<file path="src/rtl/move_list_if.sv">
// ============================================================================
// move_list_if : snapshot-in / move-out handshake bundle for move_list_collector
// Rev 1.0
// ============================================================================
`default_nettype none

interface move_list_if #(
  parameter int NDIR   = 16,
  parameter int MOVE_W = 32
);
  logic                     in_valid;
  logic                     in_ready;
  logic [NDIR*MOVE_W-1:0]   moves_in;
  logic                     out_valid;
  logic                     out_ready;
  logic [MOVE_W-1:0]        out_move;

  // master: snapshot producer and move consumer (search engine side)
  modport master (
    output in_valid, moves_in, out_ready,
    input  in_ready, out_valid, out_move
  );

  modport slave (
    input  in_valid, moves_in, out_ready,
    output in_ready, out_valid, out_move
  );
endinterface

`default_nettype wire

</file>
<file path="src/rtl/move_list_collector.sv">
// ============================================================================
// move_list_collector : scans a 16-word move snapshot, queues nonzero words in a FWFT FIFO
// Option macro MOVE_LIST_DROP_ON_FULL_EN: drop (not stall) on full, adds drop_count.
// Rev 1.0
// ============================================================================
`default_nettype none

module move_list_collector #(
  parameter int NDIR   = 16,
  parameter int MOVE_W = 32,
  parameter int DEPTH  = 32,
  parameter int CNT_W  = 8
) (
  input  wire logic                     clk,
  input  wire logic                     rst_n,
  input  wire logic                     clear,
  move_list_if.slave                    bus,
  output logic [$clog2(DEPTH):0]        fifo_level,
  output logic                          busy,
  output logic [CNT_W-1:0]              move_count
`ifdef MOVE_LIST_DROP_ON_FULL_EN
  ,
  output logic [CNT_W-1:0]              drop_count
`endif
);

  localparam int IDX_W = $clog2(NDIR);
  localparam int PTR_W = $clog2(DEPTH);
  localparam int LVL_W = PTR_W + 1;

  localparam logic [0:0] S_IDLE = 1'b0;
  localparam logic [0:0] S_SCAN = 1'b1;

  logic [0:0]               state_q, state_d;
  logic [NDIR*MOVE_W-1:0]   snap_q, snap_d;
  logic [IDX_W-1:0]         idx_q, idx_d;
  logic [MOVE_W-1:0]        mem_q [DEPTH];
  logic [MOVE_W-1:0]        mem_d [DEPTH];
  logic [PTR_W-1:0]         wr_ptr_q, wr_ptr_d;
  logic [PTR_W-1:0]         rd_ptr_q, rd_ptr_d;
  logic [LVL_W-1:0]         level_q, level_d;
  logic [CNT_W-1:0]         move_count_q, move_count_d;
`ifdef MOVE_LIST_DROP_ON_FULL_EN
  logic [CNT_W-1:0]         drop_count_q, drop_count_d;
  logic                     drop;
`endif

  logic [MOVE_W-1:0]        cur_word;
  logic                     word_nz;
  logic                     full;
  logic                     empty;
  logic                     scanning;
  logic                     accept;
  logic                     push;
  logic                     pop;
  logic                     advance;
  logic                     last;

  // Scan decision: the word under idx either gets pushed, skipped, dropped or stalls
  always_comb begin
    scanning = (state_q == S_SCAN);
    cur_word = snap_q[int'(idx_q)*MOVE_W +: MOVE_W];
    word_nz  = (cur_word != '0);
    full     = (level_q == LVL_W'(DEPTH));
    empty    = (level_q == '0);
    last     = (idx_q == IDX_W'(NDIR-1));
    accept   = (state_q == S_IDLE) && bus.in_valid;
    push     = scanning && word_nz && !full;
    pop      = !empty && bus.out_ready;
`ifdef MOVE_LIST_DROP_ON_FULL_EN
    drop     = scanning && word_nz && full;
    advance  = scanning;
`else
    advance  = scanning && (!word_nz || !full);
`endif
  end

  // FSM: next state
  always_comb begin
    state_d = state_q;
    case (state_q)
      S_IDLE:  if (bus.in_valid)     state_d = S_SCAN;
      S_SCAN:  if (advance && last)  state_d = S_IDLE;
      default:                       state_d = S_IDLE;
    endcase
    if (clear) state_d = S_IDLE;
  end

  // FSM: outputs
  always_comb begin
    bus.in_ready = (state_q == S_IDLE);
    busy         = (state_q == S_SCAN);
  end

  always_comb begin
    snap_d       = snap_q;
    idx_d        = idx_q;
    mem_d        = mem_q;
    wr_ptr_d     = wr_ptr_q;
    rd_ptr_d     = rd_ptr_q;
    level_d      = level_q;
    move_count_d = move_count_q;
`ifdef MOVE_LIST_DROP_ON_FULL_EN
    drop_count_d = drop_count_q;
`endif

    if (accept) begin
      snap_d = bus.moves_in;
      idx_d  = '0;
    end
    if (advance) idx_d = last ? '0 : idx_q + IDX_W'(1);

    if (push) begin
      mem_d[wr_ptr_q] = cur_word;
      wr_ptr_d        = wr_ptr_q + PTR_W'(1);
      if (move_count_q != {CNT_W{1'b1}}) move_count_d = move_count_q + CNT_W'(1);
    end
`ifdef MOVE_LIST_DROP_ON_FULL_EN
    if (drop && (drop_count_q != {CNT_W{1'b1}})) drop_count_d = drop_count_q + CNT_W'(1);
`endif
    if (pop) rd_ptr_d = rd_ptr_q + PTR_W'(1);

    case ({push, pop})
      2'b10:   level_d = level_q + LVL_W'(1);
      2'b01:   level_d = level_q - LVL_W'(1);
      default: level_d = level_q;
    endcase

    // Stale FIFO contents are harmless: out_move is masked while empty
    if (clear) begin
      idx_d        = '0;
      wr_ptr_d     = '0;
      rd_ptr_d     = '0;
      level_d      = '0;
      move_count_d = '0;
`ifdef MOVE_LIST_DROP_ON_FULL_EN
      drop_count_d = '0;
`endif
    end
  end

  always_ff @(posedge clk or negedge rst_n) begin
    if (!rst_n) begin
      state_q      <= S_IDLE;
      snap_q       <= '0;
      idx_q        <= '0;
      mem_q        <= '{default: '0};
      wr_ptr_q     <= '0;
      rd_ptr_q     <= '0;
      level_q      <= '0;
      move_count_q <= '0;
`ifdef MOVE_LIST_DROP_ON_FULL_EN
      drop_count_q <= '0;
`endif
    end else begin
      state_q      <= state_d;
      snap_q       <= snap_d;
      idx_q        <= idx_d;
      mem_q        <= mem_d;
      wr_ptr_q     <= wr_ptr_d;
      rd_ptr_q     <= rd_ptr_d;
      level_q      <= level_d;
      move_count_q <= move_count_d;
`ifdef MOVE_LIST_DROP_ON_FULL_EN
      drop_count_q <= drop_count_d;
`endif
    end
  end

  always_comb begin
    bus.out_valid = !empty;
    bus.out_move  = empty ? '0 : mem_q[rd_ptr_q];
    fifo_level    = level_q;
    move_count    = move_count_q;
`ifdef MOVE_LIST_DROP_ON_FULL_EN
    drop_count    = drop_count_q;
`endif
  end

endmodule

`default_nettype wire
</file>
<file path="src/flat_wrapper.sv">
// flat-port wrapper written by rule: the top's interface ports become plain ports
module move_list_collector_flat 
#(
  parameter int NDIR   = 16,
  parameter int MOVE_W = 32,
  parameter int DEPTH  = 32,
  parameter int CNT_W  = 8
)
  (clk, rst_n, clear, fifo_level, busy, move_count, bus_in_valid, bus_moves_in, bus_out_ready, bus_in_ready, bus_out_valid, bus_out_move);
  move_list_if #(.NDIR(NDIR), .MOVE_W(MOVE_W)) bus_i ();
  input  wire logic clk;
  input  wire logic rst_n;
  input  wire logic clear;
  output logic [$clog2(DEPTH):0] fifo_level;
  output logic busy;
  output logic [CNT_W-1:0] move_count;
  input wire logic [$bits(bus_i.in_valid)-1:0] bus_in_valid;
  input wire logic [$bits(bus_i.moves_in)-1:0] bus_moves_in;
  input wire logic [$bits(bus_i.out_ready)-1:0] bus_out_ready;
  output wire logic [$bits(bus_i.in_ready)-1:0] bus_in_ready;
  output wire logic [$bits(bus_i.out_valid)-1:0] bus_out_valid;
  output wire logic [$bits(bus_i.out_move)-1:0] bus_out_move;
  assign bus_i.in_valid = bus_in_valid;
  assign bus_i.moves_in = bus_moves_in;
  assign bus_i.out_ready = bus_out_ready;
  assign bus_in_ready = bus_i.in_ready;
  assign bus_out_valid = bus_i.out_valid;
  assign bus_out_move = bus_i.out_move;
  move_list_collector #(.NDIR(NDIR), .MOVE_W(MOVE_W), .DEPTH(DEPTH), .CNT_W(CNT_W)) u_core (.clk(clk), .rst_n(rst_n), .clear(clear), .bus(bus_i), .fifo_level(fifo_level), .busy(busy), .move_count(move_count));
endmodule
</file>
<file path="config.mk">
export PLATFORM = sky130hd
export DESIGN_NAME = move_list_collector_flat
export DESIGN_NICKNAME = d
export VERILOG_FILES = /design/src/rtl/move_list_if.sv /design/src/rtl/move_list_collector.sv /design/src/flat_wrapper.sv
export SDC_FILE = /design/constraint.sdc
export NUM_CORES = 2
export LEC_CHECK = 0
export ABC_AREA = 0
export BUFFER_PORTS_ARGS = -buffer_cell sky130_fd_sc_hd__buf_4
export CORE_ASPECT_RATIO = 1.5
export CORE_UTILIZATION = 40
export CTS_CLUSTER_DIAMETER = 120
export DETAILED_ROUTE_END_ITERATION = 8
export HOLD_SLACK_MARGIN = 0.05
export SYNTH_ARGS = -nofsm -noshare
export SYNTH_HDL_FRONTEND = slang
export SYNTH_SLANG_ARGS = --single-unit
</file>
<file path="constraint.sdc">
create_clock -name clk -period 5.3 [get_ports clk]
set_clock_uncertainty 0.05 [all_clocks]
set_input_delay 0.265 -clock clk [delete_from_list [all_inputs] [get_ports clk]]
set_output_delay 0.265 -clock clk [all_outputs]
set_load 0.01 [all_outputs]
</file>
# After elaboration in Yosys (flattened, before gate mapping)
# Index checks and enable logic that the tools add are counted.
# W data, S select, Z words.
[totals]
register_bits = 1565
word_cells = 100
inputBits = 517
out_inout_bits = 49
[op_classes]
add_sub_neg = 6
n_shift = 1
n_reduce_logical = 19
n_lt_le_gt_ge = 3
bitwise_logic = 3
n_eq_ne = 5
mux = 24
[op_table]
columns = ["cell", "count"]
rows = [
  ["$bwmux W1024", 1],
  ["$shiftx A512 B10 Y32", 1],
  ["$bmux W32 S5", 1],
  ["$demux W32 S5", 1],
  ["$mux W32", 4],
  ["$reduce_bool A32 Y1", 1],
  ["$mux W8", 3],
  ["$mux W5", 4],
  ["$mux W4", 4],
  ["$ge A6 B6 Y1 const B", 2],
  ["$not A5 Y6", 2],
  ["$pmux W6 S2", 1],
  ["$add A5 B1 Y5 const B", 2],
  ["$add A8 B1 Y8 const B", 1],
  ["$ne A8 B8 Y1 const B", 1],
  ["$logic_and A1 B1 Y1", 7],
  ["$add A6 B1 Y6 const B", 1],
  ["$eq A6 B6 Y1 const B", 1],
  ["$logic_not A6 Y1", 1],
  ["$lt A6 B1 Y1 const B", 1],
  ["$mux W6", 1],
  ["$reduce_bool A2 Y1", 3],
  ["$reduce_bool A3 Y1", 2],
  ["$sub A6 B1 Y6 const B", 1],
  ["10 further kinds", 14],
]

# Depth between registers and ports, before layout
[depth]
ltp_word = 9
depth_mapped = 23
ltp_nobuf = 17

# Worst setup path after synthesis
# No wires, ideal clock.
[synth_path]
path_type = "flip-flop to flip-flop"
startpoint = "reg u_core.idx_q[1]"
endpoint = "reg u_core.level_q[5] (netlist: u_core.fifo_level[5])"
required_time_ps = 5127
synth_period_minus_slack_ps = 4596
path_slack_ps = 704
path_buffers = 5
t_arrival_ps = 4423
setup_ps = 123
path_stages_with_launch = 21
cell_sequence = "dfrtp_1 buf_2 buf_2 buf_2 clkbuf_1 mux4_2 a22oi_1 o2111ai_1 nor4_1 and4_1 buf_2 nor2_1 nor2_1 ha_1 a21o_1 a21oi_1 o21bai_1 a21oi_1 nor4_1 o211ai_1 nand2_1"
[synth_via]
elab_chain_len = 7
word_cells_on_any_way = 9
cone_classes = "eq/ne: 2; shift: 1; mux: 2; reduce/logical: 4"
[synth_rtl]
columns = ["element", "line_no", "rtl"]
rows = [
  ["start: declaration", "move_list_collector.sv:36", "logic [IDX_W-1:0] idx_q, idx_d;"],
  ["start signal: assignment", "move_list_collector.sv:158", "idx_q <= idx_d;"],
  ["$shiftx A512 B10 Y32 *", "move_list_collector.sv:62", "cur_word = snap_q[int'(idx_q)*MOVE_W +: MOVE_W];"],
  ["$reduce_bool A32 Y1 *", "move_list_collector.sv:63", "word_nz = (cur_word != '0);"],
  ["$logic_and A1 B1 Y1 * (2 in a row)", "move_list_collector.sv:68", "push = scanning && word_nz && !full;"],
  ["$eq A2 B1 Y1 / $eq A2 B2 Y1 (equally long branches)", "move_list_collector.sv:123", "case ({push, pop})"],
  ["$pmux W6 S2", "move_list_collector.sv:123", ""],
  ["$mux W6", "move_list_collector.sv:130", "if (clear) begin"],
  ["end signal: assignment", "move_list_collector.sv:162", "level_q <= level_d;"],
  ["end: declaration", "move_list_collector.sv:41", "logic [LVL_W-1:0] level_q, level_d;"],
]
# Mark *: on every way between the ends. The rest lies on a longest branch, timed or not.
# A chain may end at the register's enable or synchronous reset.

# Worst setup path after layout
# Same ends and word-level chain as after synthesis.

==> flow_metrics.tcl <==
set metrics [dict create \
    grt_overflow 0 \
    clk_latency_ns 0.80 \
    initial_core_util 0.403 \
    yosys_warnings 0 \
    io_buffers 565 \
    power_density_nw_per_um2 357 \
    via_per_inst 5.53 \
    slew_violations 0 \
    hold_viol 0 \
    worst-path-buf-inv 2 \
    first_global_vias 48100 \
    r2r-end "u_core.fifo_level[5]" \
    register_area_sq_um 39200 \
    fin_crit_sh 0.943 \
    cts_setup_buffers 0 \
    seqPwrFrac 0.432 \
    htreeDepth 4 \
    core_sq_um 179000 \
    syn_area_sq_um 72100 \
    fin_util 0.504 \
    arrival_ns 5.68 \
    final_cell_area_sq_um 90200 \
    min_path_type "primary input to async pin" \
    num_io_pins 566 \
    clock-sinks 1565 \
    drv_cap 0 \
    intPower_mw 22.6 \
    cts_buffers 151 \
    die_x_um 349 \
    post-dp-hpwl_um 155000 \
    fmax_mhz 200 \
    slew_headroom 0.168 \
    status "completed" \
    area_growth_pct 25.1 \
    required_ns 5.98 \
    drive_gt1_frac 0.370 \
    p_sw_mw 9.63 \
    yosys.area.top_type "dfrtp_1" \
    clockPowerShare 0.337 \
    multi_input_area_sq_um 30700 \
    postPlaceCellArea_sq_um 80000 \
    gp_congestion 0.884 \
    finalPower_mw 32.2 \
    slowest_delay_ns 0.70 \
    cts_tree "yes" \
    timing.rr.start "u_core.idx_q[1]" \
    drt-total-wl_um 225000 \
    die_y_um 522 \
    synth_cell_type_count 55 \
    clock-root-buffer "clkbuf_16" \
    timing.critical_path.slowest_stage_cell "a22oi_1" \
    vdd_ir_drop_max_uv 347 \
    grt_usage 0.252 \
    ant_nets 0 \
    ys_ff_latch 1565 \
    regToRegSetupSlack_ns 0.30 \
    min_period_ns 5.00 \
    path_cells "buf_12 -> nor2b_2 -> buf_4 -> a221oi_1 -> a22oi_1 -> o211ai_1 -> nor4_1 -> and4_2 -> nor2_1 -> nor2_1 -> ha_1 -> a21o_1 -> a21oi_1 -> o21bai_1 -> a21oi_2 -> nor2_1 -> nor2_1 -> o211ai_1 -> nand2_1" \
    crit_top_cell "nor2_1" \
    syn_inst 4417 \
    path_clk_slew_ns 0.07 \
    dr.pass1.iters 5 \
    routedWlPerCell_um 28.2 \
    cp_max_fo 38 \
    drc 0 \
    syn_area_per_cell_sq_um 16.3 \
    clockBufferDepth 3 \
    row_count 190 \
    netlist_top_cells_area "dfrtp_1 (54%), mux2_1 (15%), mux4_2 (13%)" \
    synth_top_area_frac 0.543 \
    power_leakage_nw 41.6 \
    grt_pass1_wl_um 335000 \
    vias 44200 \
    syn_nets 4946 \
    drt_iter0_drc 2494 \
    reg2regPathDepth 19 \
    cp-start-kind "flip-flop" \
    setup_viol 0 \
    grt_antenna_before_repair 16 \
    end_kind "flip-flop" \
    yosysSeqAreaShare 0.543 \
    grt_max_degree 182 \
    rsz0062_at_grt "false" \
    final_nets 6004 \
    die_area_sq_um 182000 \
    nFillCells 15000 \
    worst_pin_slew_ns 1.25 \
    pwr-share-comb 0.231 \
    path_class "flip-flop to flip-flop" \
    cpLargestDelayFamily "compound AO/OA/AOI/OAI gates" \
    switching_share 0.299 \
]
## placed cells by master (no fill, tap or decap), types with 4 or more instances in the layout
cell type,instances
a21oi_1,11
a221oi_1,18
a22oi_1,44
a311oi_1,7
a31o_1,4
and2_1,6
and3_1,10
buf_12,90
buf_4,695
bufinv_16,8
clkbuf_1,33
clkbuf_16,151
clkbuf_8,28
clkinv_2,24
clkinv_8,7
dfrtp_1,1557
dfrtp_4,6
diode_2,15
dlygate4sd3_1,522
ha_1,11
inv_1,13
inv_6,6
mux2_1,987
mux2_2,557
mux2i_1,82
mux4_2,426
nand2_1,42
nand3_1,10
nand4_1,10
nand4_4,32
nor2_1,70
nor2b_1,7
nor3_1,13
nor3b_1,4
o2111ai_1,7
o211ai_1,5
o21ai_1,9
o21ai_2,6
or4_1,4
xor2_1,4
## cell type report
| type | instances | area share |
|---|---|---|
| sequential | 1565 | 0.435 |
| multi-input combinational | 2434 | 0.341 |
| timing repair buffer | 1309 | 0.136 |
| clock buffer | 212 | 0.0476 |
| tap | 2400 | 0.0333 |
| clock inverter | 48 | 0.00649 |
| inverter | 14 | 0.000583 |
| antenna | 15 | 0.000416 |
## worst max path at each step
stage | start | endpoint | slack, ns | cells past startpoint
finish | u_core.idx_q[1] | u_core.fifo_level[5] | 0.30 | 19
global route | u_core.idx_q[0] | u_core.fifo_level[5] | 0.06 | 21
CTS | u_core.idx_q[2] | u_core.fifo_level[5] | 0.008 | 19
detailed placement | u_core.idx_q[2] | u_core.fifo_level[5] | -0.49 | 19
global placement | u_core.idx_q[2] | u_core.fifo_level[5] | -0.58 | 19
floorplan | u_core.idx_q[1] | u_core.fifo_level[5] | 0.70 | 20
## cell usage after synthesis, drive strengths merged
library cell / n
fa: 1
a32oi: 1
a31oi: 2
and2: 9
a21o: 1
nand2: 42
nand3b: 1
a311oi: 7
nor4: 5
o221ai: 1
o21ai: 17
o22ai: 2
a221oi: 18
nor3: 14
and4: 1
a22oi: 46
a21oi: 14
ha: 11
nor2b: 11
inv: 14
xnor2: 3
o41ai: 1
clkbuf: 233
dfrtp: 1565
nor4bb: 1
nand3: 10
o211ai: 5
mux4: 426
o311ai: 1
mux2: 1544
o21bai: 3
nor2: 74
o31ai: 1
mux2i: 84
buf: 171
and3: 10
nor3b: 4
nand4: 42
o2111ai: 7
a31o: 4
or4: 4
a211oi: 2
xor2: 4
## worst register-to-register path: stages, from the launching register on
cell	delay [ns]
dfrtp_4	0.57
buf_12	0.31
nor2b_2	0.20
buf_4	0.31
a221oi_1	0.19
a22oi_1	0.70
o211ai_1	0.20
nor4_1	0.42
and4_2	0.39
nor2_1	0.09
nor2_1	0.14
ha_1	0.26
a21o_1	0.18
a21oi_1	0.21
o21bai_1	0.11
a21oi_2	0.21
nor2_1	0.06
nor2_1	0.13
o211ai_1	0.10
nand2_1	0.09
## state kept, by name, summed over array words and instances (netlist names)
name and count:
u_core.busy 1, u_core.fifo_level 6, u_core.idx_q 4, u_core.mem_q 1024, u_core.move_count 8, u_core.rd_ptr_q 5
u_core.snap_q 512, u_core.wr_ptr_q 5
## per-layer routing
layer	GRT usage	vias up	routed length, um
met5	0	-	23
met4	0.112	4	11000
met2	0.439	1246	116000
met3	0.0355	365	9220
li1	-	18700	-
met1	0.310	24000	88700
## logic make-up after synthesis
family / count (synthesis) / share of synthesized area
buf+inv: 418 / 0.0325
fa+ha+maj: 12 / 0.00219
mux: 2054 / 0.386
flops: 1565 / 0.543
compound gates: 133 / 0.0134
xor+xnor: 7 / 0.000850
simple gates: 228 / 0.0220
## timing repair
item,4_1_cts,5_1_grt
endpoints found under the hold margin,765,0
resized for setup,6,5
setup endpoints to repair,5,3
hold buffers,522,0
## through the flow
stage	hold WS [ns]	std cells	setup slack (ns)	TNS (ns)
floorplan	-0.0806	4417	0.704	0
global placement	0.260	7200	-0.576	-1.66
detailed placement	0.263	7200	-0.487	-1.59
CTS	0.0502	7982	0.00796	0
global route	0.0693	7995	0.0612	0
finish	0.0333	7997	0.303	0
## power groups by stage
stage / sequential, mW / clock, mW / combinational (mW)
5_1_grt: 14.0 / 11.5 / 8.01
4_1_cts: 13.9 / 11.1 / 7.58
3_5_place_dp: 14.1 / 0 / 7.23
6_report: 13.9 / 10.9 / 7.45
3_3_place_gp: 14.1 / 0 / 7.15
2_1_floorplan: 13.6 / 0 / 4.25
Note: power is estimated with default switching activity, not from simulation.
